`src/rtl/sys_defs.sv`:
```
// rtl/sys_defs.sv - shared sizing, FSM state and bank request packet for the feature-value bank arbiter
package sys_defs;
    localparam int NUM_EDGE_PE  = 4;
    localparam int FV_BANDWIDTH = 32;
    localparam int MAX_NODE_ID  = 1024;
    localparam int FV_NODE_W    = $clog2(MAX_NODE_ID);
    localparam int PE_TAG_W     = (NUM_EDGE_PE > 1) ? $clog2(NUM_EDGE_PE) : 1;

    typedef enum logic [1:0] {
        ST_IDLE     = 2'd0,
        ST_RD_WAIT  = 2'd1,
        ST_WB_BURST = 2'd2
    } fv_arb_state_t;

    typedef struct packed {
        logic                    valid;
        logic                    rd_wr;
        logic [FV_NODE_W-1:0]    Node_id;
        logic [PE_TAG_W-1:0]     PE_tag;
        logic                    wr_eos;
        logic [FV_BANDWIDTH-1:0] data;
    } Req2Output_SRAM_Bank;
endpackage

```
`src/rtl/rr_arbiter.sv`:
```
// rtl/rr_arbiter.sv - combinational round-robin pick starting at ptr
module rr_arbiter #(
    parameter  int N  = 4,
    localparam int IW = (N > 1) ? $clog2(N) : 1
) (
    input  logic [N-1:0]  req,
    input  logic [IW-1:0] ptr,
    output logic [N-1:0]  gnt,
    output logic [IW-1:0] idx
);
    logic [IW-1:0] k;

    // Walk offsets from farthest to nearest so the requester closest to ptr is the last write.
    always_comb begin
        gnt = '0;
        idx = '0;
        k   = '0;
        for (int i = N - 1; i >= 0; i--) begin
            k = IW'((int'(ptr) + i) % N);
            if (req[k]) begin
                gnt    = '0;
                gnt[k] = 1'b1;
                idx    = k;
            end
        end
    end
endmodule

```
`src/rtl/fv_bank_req_arbiter.sv`:
```
// rtl/fv_bank_req_arbiter.sv - shares one SRAM bank request port between Edge-PE reads and a write-back source
module fv_bank_req_arbiter
    import sys_defs::*;
#(
    parameter int NUM_PE        = NUM_EDGE_PE,
    parameter int NODE_W        = $clog2(MAX_NODE_ID),
    parameter int DATA_W        = FV_BANDWIDTH,
    parameter int WB_MAX_CONSEC = 2
) (
    input  logic                     clk,
    input  logic                     reset,
    input  logic                     stream_mode,
    input  logic [NUM_PE-1:0]        pe_req_valid,
    input  logic [NUM_PE*NODE_W-1:0] pe_req_node_id,
    output logic [NUM_PE-1:0]        pe_req_ready,
    input  logic                     wb_valid,
    input  logic [NODE_W-1:0]        wb_node_id,
    input  logic [DATA_W-1:0]        wb_data,
    input  logic                     wb_eos,
    output logic                     wb_ready,
    input  logic                     rd_eos,
    output Req2Output_SRAM_Bank      req_pkt,
    output logic                     busy,
    output logic                     wb_underrun_err
);
    localparam int PTR_W = (NUM_PE > 1) ? $clog2(NUM_PE) : 1;
    localparam int CW    = $clog2(WB_MAX_CONSEC + 1);

    fv_arb_state_t       state_q, state_d;
    logic [PTR_W-1:0]    rr_ptr_q, rr_ptr_d;
    logic [CW-1:0]       wb_consec_q, wb_consec_d;
    Req2Output_SRAM_Bank pkt_q, pkt_d;
    logic                err_q, err_d;

    logic [NUM_PE-1:0]   rr_gnt;
    logic [PTR_W-1:0]    rr_idx;
    logic                rd_pending, can_grant, wb_starving, grant_wb, grant_rd;

    rr_arbiter #(.N(NUM_PE)) u_rr (
        .req (pe_req_valid),
        .ptr (rr_ptr_q),
        .gnt (rr_gnt),
        .idx (rr_idx)
    );

    always_comb begin
        rd_pending  = |pe_req_valid;
        can_grant   = !reset && (state_q == ST_IDLE) && !stream_mode;
        wb_starving = (wb_consec_q == CW'(WB_MAX_CONSEC)) && rd_pending;
        grant_wb    = can_grant && wb_valid && !wb_starving;
        grant_rd    = can_grant && rd_pending && !grant_wb;
    end

    always_ff @(posedge clk) begin
        if (reset) begin
            state_q <= ST_IDLE;
        end else begin
            state_q <= state_d;
        end
    end

    always_comb begin
        state_d = state_q;
        unique case (state_q)
            ST_IDLE: begin
                if (grant_rd) begin
                    state_d = ST_RD_WAIT;
                end else if (grant_wb && !wb_eos) begin
                    state_d = ST_WB_BURST;
                end
            end
            ST_RD_WAIT:  if (rd_eos) state_d = ST_IDLE;
            ST_WB_BURST: if (wb_valid && wb_eos) state_d = ST_IDLE;
            default:     state_d = ST_IDLE;
        endcase
    end

    always_comb begin
        pe_req_ready    = grant_rd ? rr_gnt : '0;
        wb_ready        = grant_wb || (!reset && (state_q == ST_WB_BURST));
        busy            = (state_q != ST_IDLE);
        req_pkt         = pkt_q;
        wb_underrun_err = err_q;
    end

    // Node_id and PE_tag stay on the packet after issue: the bank re-reads them while streaming.
    always_comb begin
        pkt_d        = pkt_q;
        pkt_d.valid  = 1'b0;
        pkt_d.wr_eos = 1'b0;
        rr_ptr_d     = rr_ptr_q;
        wb_consec_d  = wb_consec_q;
        err_d        = err_q;
        if (grant_rd) begin
            pkt_d.valid   = 1'b1;
            pkt_d.rd_wr   = 1'b0;
            pkt_d.Node_id = pe_req_node_id[rr_idx*NODE_W +: NODE_W];
            pkt_d.PE_tag  = rr_idx;
            pkt_d.data    = '0;
            rr_ptr_d      = (rr_idx == PTR_W'(NUM_PE - 1)) ? '0 : rr_idx + 1'b1;
            wb_consec_d   = '0;
        end else if (grant_wb) begin
            pkt_d.valid   = 1'b1;
            pkt_d.rd_wr   = 1'b1;
            pkt_d.Node_id = wb_node_id;
            pkt_d.PE_tag  = '0;
            pkt_d.data    = wb_data;
            pkt_d.wr_eos  = wb_eos;
            if (wb_consec_q != CW'(WB_MAX_CONSEC)) begin
                wb_consec_d = wb_consec_q + 1'b1;
            end
        end else if ((state_q == ST_IDLE) && !rd_pending) begin
            wb_consec_d = '0;
        end
        // The bank takes a beat every cycle, so a missing beat is sent as a zero filler.
        if (state_q == ST_WB_BURST) begin
            pkt_d.valid  = 1'b1;
            pkt_d.rd_wr  = 1'b1;
            pkt_d.data   = wb_valid ? wb_data : '0;
            pkt_d.wr_eos = wb_valid && wb_eos;
            if (!wb_valid) begin
                err_d = 1'b1;
            end
        end
    end

    always_ff @(posedge clk) begin
        if (reset) begin
            rr_ptr_q    <= '0;
            wb_consec_q <= '0;
            pkt_q       <= '0;
            err_q       <= 1'b0;
        end else begin
            rr_ptr_q    <= rr_ptr_d;
            wb_consec_q <= wb_consec_d;
            pkt_q       <= pkt_d;
            err_q       <= err_d;
        end
    end
endmodule

```
`config.mk`:
```
export PLATFORM = sky130hd
export DESIGN_NAME = fv_bank_req_arbiter
export DESIGN_NICKNAME = d
export VERILOG_FILES = /design/src/rtl/sys_defs.sv /design/src/rtl/rr_arbiter.sv /design/src/rtl/fv_bank_req_arbiter.sv
export SDC_FILE = /design/constraint.sdc
export NUM_CORES = 1
export LEC_CHECK = 0
export CAP_MARGIN = 10
export CORE_ASPECT_RATIO = 0.9
export CORE_MARGIN = 1
export CORE_UTILIZATION = 43
export DETAILED_ROUTE_END_ITERATION = 16
export PLACE_DENSITY = 0.95
export SLEW_MARGIN = 10
export SYNTH_ARGS = -nofsm -noshare
export SYNTH_HDL_FRONTEND = slang
export SYNTH_SLANG_ARGS = --single-unit
```
`constraint.sdc`:
```
create_clock -name clk -period 9.4 [get_ports clk]
set_input_delay 2.35 -clock clk [delete_from_list [all_inputs] [get_ports clk]]
set_output_delay 2.35 -clock clk [all_outputs]
set_load 0.05 [all_outputs]
```
==> results of run 1 <==
final cells by class:
class	count	area, um^2	area share [%]
clock buffers	5	68.8	1.57
clock inverters	3	28.8	0.658
inverters	5	18.8	0.429
multi-input cells	207	1580	36.2
flip-flops and latches	54	1080	24.7
well taps	87	109	2.49
repair buffers	149	1480	33.9
worst paths after layout:
kind / depth (start not counted) / slack (ns) / from / end
setup / recovery: 7 / 1.68 / pe_req_valid[1] / pe_req_ready[3]
hold / removal: 2 / 0.46 / req_pkt[34]$_SDFFE_PP0P_ / req_pkt[34]$_SDFFE_PP0P_
setup reg to reg: 8 / 4.79 / rr_ptr_q[0]$_SDFFE_PP0P_ / req_pkt[40]$_SDFFE_PP0P_
hold reg to reg: 2 / 0.46 / req_pkt[34]$_SDFFE_PP0P_ / req_pkt[34]$_SDFFE_PP0P_
layout by cell type (no fill, tap or decap), types with 2 or more instances in the layout:
| cell | count |
|---|---|
| nand3b_1 | 6 |
| a221o_1 | 5 |
| ha_1 | 9 |
| a22oi_1 | 6 |
| buf_4 | 4 |
| clkbuf_8 | 5 |
| mux4_2 | 4 |
| and2_1 | 2 |
| inv_1 | 4 |
| mux4_1 | 3 |
| nand4_1 | 4 |
| mux2i_1 | 9 |
| a22o_1 | 32 |
| or2_2 | 7 |
| nand3_1 | 5 |
| nand2_1 | 11 |
| nand2b_1 | 7 |
| a21oi_1 | 20 |
| or3_1 | 5 |
| nor3_1 | 13 |
| o211ai_1 | 5 |
| clkdlybuf4s50_1 | 145 |
| clkinv_4 | 2 |
| and3_1 | 6 |
| o21ai_0 | 4 |
| nor2_1 | 15 |
| dfxtp_1 | 54 |
| o2bb2ai_1 | 5 |
| a211oi_1 | 4 |
sequential cells by signal (all words and copies together), names as in the netlist:
| register | flops |
|---|---|
| req_pkt | 47 |
| rr_ptr_q | 2 |
| state_q | 2 |
| wb_consec_q | 2 |
| wb_underrun_err | 1 |
power by group:
part	switching, mW	internal, mW
Combinational	0.102	0.0910
Clock	0.0827	0.0554
Sequential	0.00945	0.241
Total	0.194	0.387
kinds of logic after synthesis:
kind of cell,count (synthesis)
simple gates,88
flops,54
xor+xnor,1
compound gates,91
mux,18
buf+inv,26
fa+ha+maj,9
worst max-delay path, stage by stage:
cell,delay (ns)
clkdlybuf4s50_1,0.56
mux4_2,0.62
a211oi_1,0.51
a221o_1,0.25
nand3_1,0.08
a21oi_1,0.18
clkdlybuf4s50_1,0.82
per-stage QoR:
stage,area (um^2),hold slack (ns),utilization [%],worst slack [ns]
after floorplan,2770,0.495,-,2.61
after global placement,4270,0.446,69.1,1.92
after detailed placement,4270,0.450,69.1,1.76
after CTS,4370,0.464,70.7,1.74
after global routing,4370,0.491,70.7,1.58
final,4370,0.465,70.7,1.68
metal layers:
layer | routed length [um] | global-route usage (%) | up-vias | part of all wire (%)
met5 | 0 | 0 | - | 0
met4 | 150 | 7.83 | 0 | 1.7
met3 | 553 | 5.26 | 16 | 6.4
met2 | 4280 | 43.9 | 115 | 50
met1 | 3650 | 31.6 | 1342 | 42
li1 | - | - | 1362 | -
==> metrics.yaml, run 1 <==
grt:
  overall_global_routing_resource_usage_pct: 25.4
  first_global_vias: 2726
  grt_pass1_wl_um: 13500
  grt_overflow: 0
  antenna_found_initial: 0
  grt_start_max_net_pins: 34
floorplan:
  placement_rows: 27
  initial_core_util_pct: 44.9
  fp.dieArea_um2: 6780
  design.portCount: 146
  floorplan.die.width_um: 86.7
  coreArea_um2: 6180
  die-height_um: 78.2
cts:
  clock_tree.buffer_depth: 2
  numCtsBuffers: 5
  clock_insertion_delay_worst_skew_ns: 0.31
  numClockSinks: 54
  tritoncts: "built"
  worst_setup_hold_path_clk_slew_ns: 0.09
  cts_setup_buffers: 0
  cts_max_level: 2
  post_cts_repair_resize_count: 0
  cts_hold_buffers: 0
  ctsRootBufferMaster: "clkbuf_8"
synthesis:
  synth-async-reset-ratio_pct: 0
  postSynthNetCount: 388
  compound_gate_fraction_of_synth_area_pct: 24.7
  synth.area.top_cells: "dfxtp_1 (39%), a22o_1 (10%), ha_1 (4.1%)"
  synthesis.area_per_instance_um2: 9.67
  muxShareOfSynthArea_pct: 10.3
  synth_xor_area_share_pct: 0.316
  synth_simple_gate_area_share_pct: 17.4
  synth_largest_area_cell: "dfxtp_1"
  combinational_family_with_the_most_area_after_synthesis: "compound AO/OA/AOI/OAI gates"
  most_instantiated_cells_after_synthesis: "dfxtp_1 (54), a22o_1 (32), a21oi_1 (21), clkbuf_1 (15), nor2_1 (15)"
  yosysMostFrequentCell: "dfxtp_1"
  synth.distinct_cells: 50
  netlist_area_um2: 2770
  ys_seq_area_share_pct: 39.0
  netlist.area_leader.share_pct: 39.0
  post_synth_fa_ha_maj_area_fraction_pct: 4.06
  number_of_enable_type_register_cells_in_the_synthesized_netlist: 0
  synth_top_flop_cell: "dfxtp_1"
  ys_seq_elements: 54
  synthCells: 287
  yosys_warnings: 0
routing:
  drtPass1Iterations: 4
  count_of_routing_violations_after_the_opening_detailed_route_iteration: 195
  vias_per_cell: 5.56
  detail-route-antenna-nets: 0
  routed-via-count: 2835
  drc_errors: 0
  detail_route.wirelength_um: 8630
  wl_per_cell_um: 16.9
sta:
  grt_setup_unrepaired: "no"
  final_min_period_over_clock_period_pct: 82.2
  final-hold-violation-count: 0
  maxClockFrequency_mhz: 129
  setup_viol_count_final: 0
  tns_ns: 0
  min_period_ns: 7.72
  final_max_slew_violation_count: 0
  clock-skew-final_ns: 0.00830
  worst-slew-pin-transition_ns: 1.13
  worst_slew_margin_rel_pct: 24.3
layout:
  fillerInstances: 455
  antenna-diode-count: 0
  final_net_count: 523
  syn_to_final_growth_pct: 57.6
  layout-drive-gt1-share_pct: 7.09
  final-instance-count-excl-fill: 510
power_and_ir_drop:
  cellLeakagePower_nw: 1.61
  power.total_uw: 581
  vdd_drop_max_mv: 0.101
  power_density_nw_per_um2: 133
worst_setup_path:
  cp_class: "in2out"
  worst_path_maximum_fanout: 11
  setup.worst_path.start_class: "input port"
  timing.critical_path.required_ns: 7.05
  critPathCaptureType: "primary output"
  cp_data_arrival_time_ns: 5.37
run_status:
  outcome: "completed"
placement:
  io_buffers: 145
  hpwl_um: 6520
  dp_cells: 502
  place_congestion: 0.946
worst_hold_path:
  hp-class: "reg2reg"
job:
  max_cap_viol_count: 0
Note: power is estimated with default switching activity, not from simulation.
==> run 2, diff against run 1 <==
--- a/config.mk
+++ b/config.mk
@@ -8,9 +8,9 @@
 export CAP_MARGIN = 10
 export CORE_ASPECT_RATIO = 0.9
 export CORE_MARGIN = 1
-export CORE_UTILIZATION = 43
+export CORE_UTILIZATION = 40
 export DETAILED_ROUTE_END_ITERATION = 16
-export PLACE_DENSITY = 0.95
+export PLACE_DENSITY = 0.89
 export SLEW_MARGIN = 10
 export SYNTH_ARGS = -nofsm -noshare
 export SYNTH_HDL_FRONTEND = slang
==> constraint.sdc (replaced) <==
create_clock -name clk -period 7.43 [get_ports clk]
set_input_delay 1.8575 -clock clk [delete_from_list [all_inputs] [get_ports clk]]
set_output_delay 1.8575 -clock clk [all_outputs]
set_load 0.05 [all_outputs]
==> run 2 against run 1 <==
Against the previous run:
- non-clock buffer count unchanged
- sequential power grew 26%
- count of clock-buffer cells in the layout did not move
- sequential share of layout area barely moved
- setup slack lost 0.93 ns
- sequential cell count stayed put
- first-iteration DRC count increased by 6.2%
- critical path depth is the same
- via count rose by 1.1%
- register-to-register slack worse by 1.9 ns
- largest power group unchanged
==> metrics.yaml, run 2 (same netlist as run 1, synthesis figures left out) <==
run_status:
  outcome: "completed"  # unchanged
cts:
  ctsRootBufferMaster: "clkbuf_8"  # unchanged
  numCtsBuffers: 5  # unchanged
  post_cts_repair_resize_count: 0  # unchanged
  tritoncts: "built"  # unchanged
  cts_hold_buffers: 0  # unchanged
  cts_max_level: 2  # unchanged
  worst_setup_hold_path_clk_slew_ns: 0.10  # was 0.09 ns
  clock_insertion_delay_worst_skew_ns: 0.31  # about the same
  numClockSinks: 54  # unchanged
  cts_setup_buffers: 0  # unchanged
  clock_tree.buffer_depth: 2  # unchanged
floorplan:
  floorplan.die.width_um: 89.8  # was 86.7 um
  placement_rows: 28  # was 27
  coreArea_um2: 6660  # was 6180 um^2
  fp.dieArea_um2: 7270  # was 6780 um^2
  design.portCount: 146  # unchanged
  die-height_um: 81  # was 78.2 um
  initial_core_util_pct: 41.7  # was 44.9%
sta:
  worst-slew-pin-transition_ns: 1.08  # was 1.13 ns
  grt_setup_unrepaired: "no"  # unchanged
  worst_slew_margin_rel_pct: 27.8  # was 24.3%
  maxClockFrequency_mhz: 150
  tns_ns: 0  # unchanged
  final_max_slew_violation_count: 0  # unchanged
  setup_viol_count_final: 0  # unchanged
  clock-skew-final_ns: 0.00862  # was 0.00830 ns
  final-hold-violation-count: 0  # unchanged
  min_period_ns: 6.69
  final_min_period_over_clock_period_pct: 90.0
grt:
  first_global_vias: 2620  # was 2726
  grt_overflow: 0  # unchanged
  antenna_found_initial: 0  # unchanged
  overall_global_routing_resource_usage_pct: 22.9  # was 25.4%
  grt_pass1_wl_um: 13300  # was 13500 um
  grt_start_max_net_pins: 34  # unchanged
layout:
  layout.cells.most_common_list: "clkdlybuf4s50_1 (145), dfxtp_1 (54), a22o_1 (32), a21oi_1 (20), nor2_1 (15)"  # unchanged
  mostFrequentLayoutCell: "clkdlybuf4s50_1"  # unchanged
  final_net_count: 523  # unchanged
  utilization_pct: 65.7  # was 70.7%
  layout-drive-gt1-share_pct: 7.09  # unchanged
  finish.instance_area_um2: 4370  # about the same
  syn_to_final_growth_pct: 57.7  # was 57.6%
  final-instance-count-excl-fill: 513  # was 510
  antenna-diode-count: 0  # unchanged
  fillerInstances: 561  # was 455
  number_of_flip_flops_in_the_largest_register: 47  # unchanged
job:
  max_cap_viol_count: 0  # unchanged
worst_setup_path:
  cp_slowest_stage_delay_ns: 0.82  # about the same
  setup.worst_path.start_class: "input port"  # unchanged
  timing.critical_path.required_ns: 5.57  # was 7.05 ns
  timing.critical_path.cells: "clkdlybuf4s50_1 > mux4_2 > a211oi_1 > a221o_1 > nand3_1 > a21oi_1 > clkdlybuf4s50_1"  # unchanged
  worst-r2r-setup-slack_ns: 2.89  # was 4.79 ns
  worst-r2r-cell-count: 8  # unchanged
  critPathCaptureType: "primary output"  # unchanged
  critical_path.most_common_cell: "clkdlybuf4s50_1"  # unchanged
  r2r_start: "rr_ptr_q[0]$_SDFFE_PP0P_"  # unchanged
  cp_class: "in2out"  # unchanged
  critical-path-slowest-cell: "clkdlybuf4s50_1"  # unchanged
  worst_path_maximum_fanout: 11  # unchanged
  r2r-end: "req_pkt[40]$_SDFFE_PP0P_"  # unchanged
  cp_data_arrival_time_ns: 4.83  # was 5.37 ns
routing:
  routed-via-count: 2867  # was 2835
  drc_errors: 0  # unchanged
  vias_per_cell: 5.59  # was 5.56
  detail_route.wirelength_um: 8700  # was 8630 um
  count_of_routing_violations_after_the_opening_detailed_route_iteration: 207  # was 195
  drtPass1Iterations: 4  # unchanged
  wl_per_cell_um: 17.0  # was 16.9 um
  detail-route-antenna-nets: 0  # unchanged
placement:
  cell_area_after_placement_um2: 4280  # was 4270 um^2
  place_congestion: 0.906  # was 0.946
  hpwl_um: 6580  # was 6520 um
  dp_cells: 505  # was 502
  io_buffers: 145  # unchanged
power_and_ir_drop:
  switching_share_pct: 33.3  # was 33.4%
  cellLeakagePower_nw: 1.61  # unchanged
  power.combinational.fraction_pct: 33.2  # about the same
  power_switching_uw: 244  # was 194 uW
  power_density_nw_per_um2: 168  # was 133 nW/um^2
  pwr-share-seq_pct: 43.1  # was 43.0%
  intPower_uw: 490  # was 387 uW
  vdd_drop_max_mv: 0.103  # was 0.101 mV
  clkPwrFrac_pct: 23.7  # about the same
worst_hold_path:
  hold_crit_depth: 2  # unchanged
  hp-class: "reg2reg"  # unchanged
  hold_path_end: "wb_underrun_err$_SDFFE_PP0P_"  # was req_pkt[34]$_SDFFE_PP0P_
  hp-start: "wb_underrun_err$_SDFFE_PP0P_"  # was req_pkt[34]$_SDFFE_PP0P_
[run 2: cell type report]
| type | instances | area, um^2 | share of cell area (%) |
|---|---|---|---|
| clock buffer | 5 | 68.8 | 1.57 |
| clock inverter | 3 | 28.8 | 0.658 |
| inverter | 5 | 18.8 | 0.429 |
| multi-input combinational | 207 | 1580 | 36.2 |
| sequential | 54 | 1080 | 24.7 |
| tap | 90 | 113 | 2.57 |
| timing repair buffer | 149 | 1480 | 33.9 |
[run 2: worst max-delay path: cells and delay by family]
kind | cells | cell delay [ns]
AO/OA/AOI/OAI | 3 | 0.88
buffers and inverters | 2 | 1.39
multiplexers | 1 | 0.63
AND/OR/NAND/NOR | 1 | 0.08
[run 2: stage by stage]
stage | hold WS, ns | worst slack [ns] | total power, mW
6_report | 0.483 | 0.745 | 0.734
4_1_cts | 0.485 | 0.821 | 0.737
3_5_place_dp | 0.457 | 0.840 | 0.565
5_1_grt | 0.510 | 0.642 | 0.767
2_1_floorplan | 0.495 | 1.63 | 0.466
3_3_place_gp | 0.453 | 0.931 | 0.560
[run 2: power groups by stage]
| stage | logic [mW] | clock network, mW | registers (mW) |
|---|---|---|---|
| final | 0.244 | 0.174 | 0.316 |
| after detailed placement | 0.243 | 0 | 0.322 |
| after CTS | 0.244 | 0.177 | 0.316 |
| after global placement | 0.238 | 0 | 0.322 |
| after floorplan | 0.0997 | 0 | 0.367 |
| after global routing | 0.258 | 0.190 | 0.318 |
[run 2: worst max-delay path by stage]
stage / to / from / cells after the start / slack [ns]
final: pe_req_ready[0] / pe_req_valid[1] / 7 / 0.74
after global routing: pe_req_ready[0] / rr_ptr_q[0]$_SDFFE_PP0P_ / 8 / 0.64
after CTS: pe_req_ready[0] / pe_req_valid[1] / 7 / 0.82
after detailed placement: pe_req_ready[0] / pe_req_valid[1] / 7 / 0.84
after global placement: pe_req_ready[1] / pe_req_valid[1] / 7 / 0.93
after floorplan: pe_req_ready[0] / pe_req_valid[1] / 6 / 1.63
[run 2: layer usage]
metal	track usage, %	routed length [um]	up-vias
met2	37.4	4120	112
met1	30.1	3850	1373
li1	-	-	1364
met4	8.69	216	0
met5	0	0	-
met3	4.87	510	18
==> edit (flow settings as in run 2) <==
Make the reset (`reset`) asynchronous in 2 clocked blocks.
--- a/src/rtl/fv_bank_req_arbiter.sv
+++ b/src/rtl/fv_bank_req_arbiter.sv
@@ -51,7 +51,7 @@
         grant_rd    = can_grant && rd_pending && !grant_wb;
     end
 
-    always_ff @(posedge clk) begin
+    always_ff @(posedge clk or posedge reset) begin
         if (reset) begin
             state_q <= ST_IDLE;
         end else begin
@@ -124,7 +124,7 @@
         end
     end
 
-    always_ff @(posedge clk) begin
+    always_ff @(posedge clk or posedge reset) begin
         if (reset) begin
             rr_ptr_q    <= '0;
             wb_consec_q <= '0;
Check against the original RTL: differs if reset is asserted again (counterexample within 4 cycles, from zero or initial values and one cycle with reset high); with reset held inactive, the same outputs for 4 cycles.
==> edit against run 2 <==
  * Setup slack improved by 0.16 ns
  * Synthesized area increased by 11%
  * Sequential cell count unchanged
  * Cell area increased by 6.4%
  * Wire length decreased by 3.7%
  * Maximum frequency increased by 2.5%
  * Largest cell class unchanged
Power is not compared: it rests on default switching activity, and its combinational part moved more than twofold at a synthesized area within 25%.
==> edit: results <==
group,metric,value,unit
outcome,outcome,"finished, final reports clean",
cells_and_area,fill_cells,576,
cts,cts_root_buf,"clkbuf_8",
power_and_ir_drop,p_comb,1.19,mW
sta,clock_skew,0.01066,ns
cells_and_area,n_antenna_cell,0,
grt,grt_usage,21.31,%
drt,vias_per_cell,5.278,
yosys,synth_cell_types,43,
worst_setup_path,startpoint,"pe_req_valid[3]",
placement,gp_congestion,0.7927,
grt,grt_first_pass_wirelength,13540,µm
power_and_ir_drop,p_clk,0.204,mW
yosys,synth.area.mux_share,15.11,%
yosys,synth_top_flop_cell,"dfrtp_1",
yosys,synth-compound-area-share,20.08,%
cells_and_area,drive_gt1_share,7.477,%
worst_setup_path,crit_fanout,10,
worst_setup_path,r2r-start,"rr_ptr_q[0]",
placement,io_buffers,145,
yosys,async_flop_share,100.0,%
worst_setup_path,rrSetupSlack,3.86,ns
cells_and_area,nNetsFinal,528,
yosys,synth.top_cells.by_area,"dfrtp_1 44%, a22o_1 9.1%, mux2i_1 7.2%",
placement,dp_hpwl,6245,µm
drt,drt_iter0_markers,89,
worst_setup_path,worstPathArrival,4.67,ns
sta,slew_headroom,17.14,%
yosys,synthAdderAreaFrac,3.666,%
placement,postPlaceCellArea,4531,µm²
grt,grt_pass1_vias,2862,
yosys,seq_area_frac_synth,43.99,%
yosys,synth_fp_nets,397,
grt,grt_max_degree,55,
drt,wirelength,8378,µm
-- edit: critical path: stages --
cell	delay [ns]
clkdlybuf4s50_1	0.56
mux4_1	0.65
nor2b_1	0.28
a22oi_1	0.13
o21ai_1	0.17
mux2i_1	0.10
nor2_1	0.10
clkdlybuf4s50_1	0.82
-- edit: cell families after synthesis --
group,Yosys count
AO/OA/AOI/OAI,85
XOR/XNOR,2
adder cells (fa/ha/maj),9
buffers and inverters,28
flip-flops,54
multiplexers,40
AND/OR/NAND/NOR,78
-- edit: layout make-up --
class	instances	area (µm²)	share of cell area [%]
Sequential cell	54	1351	29.03
Inverter	6	23.77	0.5108
Timing Repair Buffer	146	1459	31.34
Clock buffer	5	68.82	1.478
Tap cell	93	116.4	2.500
Multi-Input combinational cell	214	1587	34.09
Clock inverter	3	48.80	1.048
-- edit: layer usage --
metal	GRT usage, %	up-vias	part of all wire (%)
met5	0	-	0
met4	5.874	0	1.3
met3	4.301	11	6.5
met2	36.56	98	48
met1	27.17	1302	44
li1	-	1339	-
-- edit: stage by stage --
step,utilization (%),setup slack (ns),cells
after floorplan,-,1.782,296
after global placement,62.74,1.069,513
after detailed placement,62.74,0.9581,513
after CTS,64.37,0.9598,521
after global routing,64.46,0.7415,521
final,64.46,0.9065,521
-- edit: worst min-delay path by stage --
stage | startpoint | end | slack (ns) | cells after the start
finish | req_pkt[45] | req_pkt[45] | 0.50 | 2
global route | req_pkt[45] | req_pkt[45] | 0.53 | 2
CTS | wb_underrun_err | wb_underrun_err | 0.51 | 1
detailed placement | wb_underrun_err | wb_underrun_err | 0.48 | 1
global placement | wb_underrun_err | wb_underrun_err | 0.46 | 1
floorplan | wb_consec_q[1] | wb_consec_q[1] | 0.48 | 1
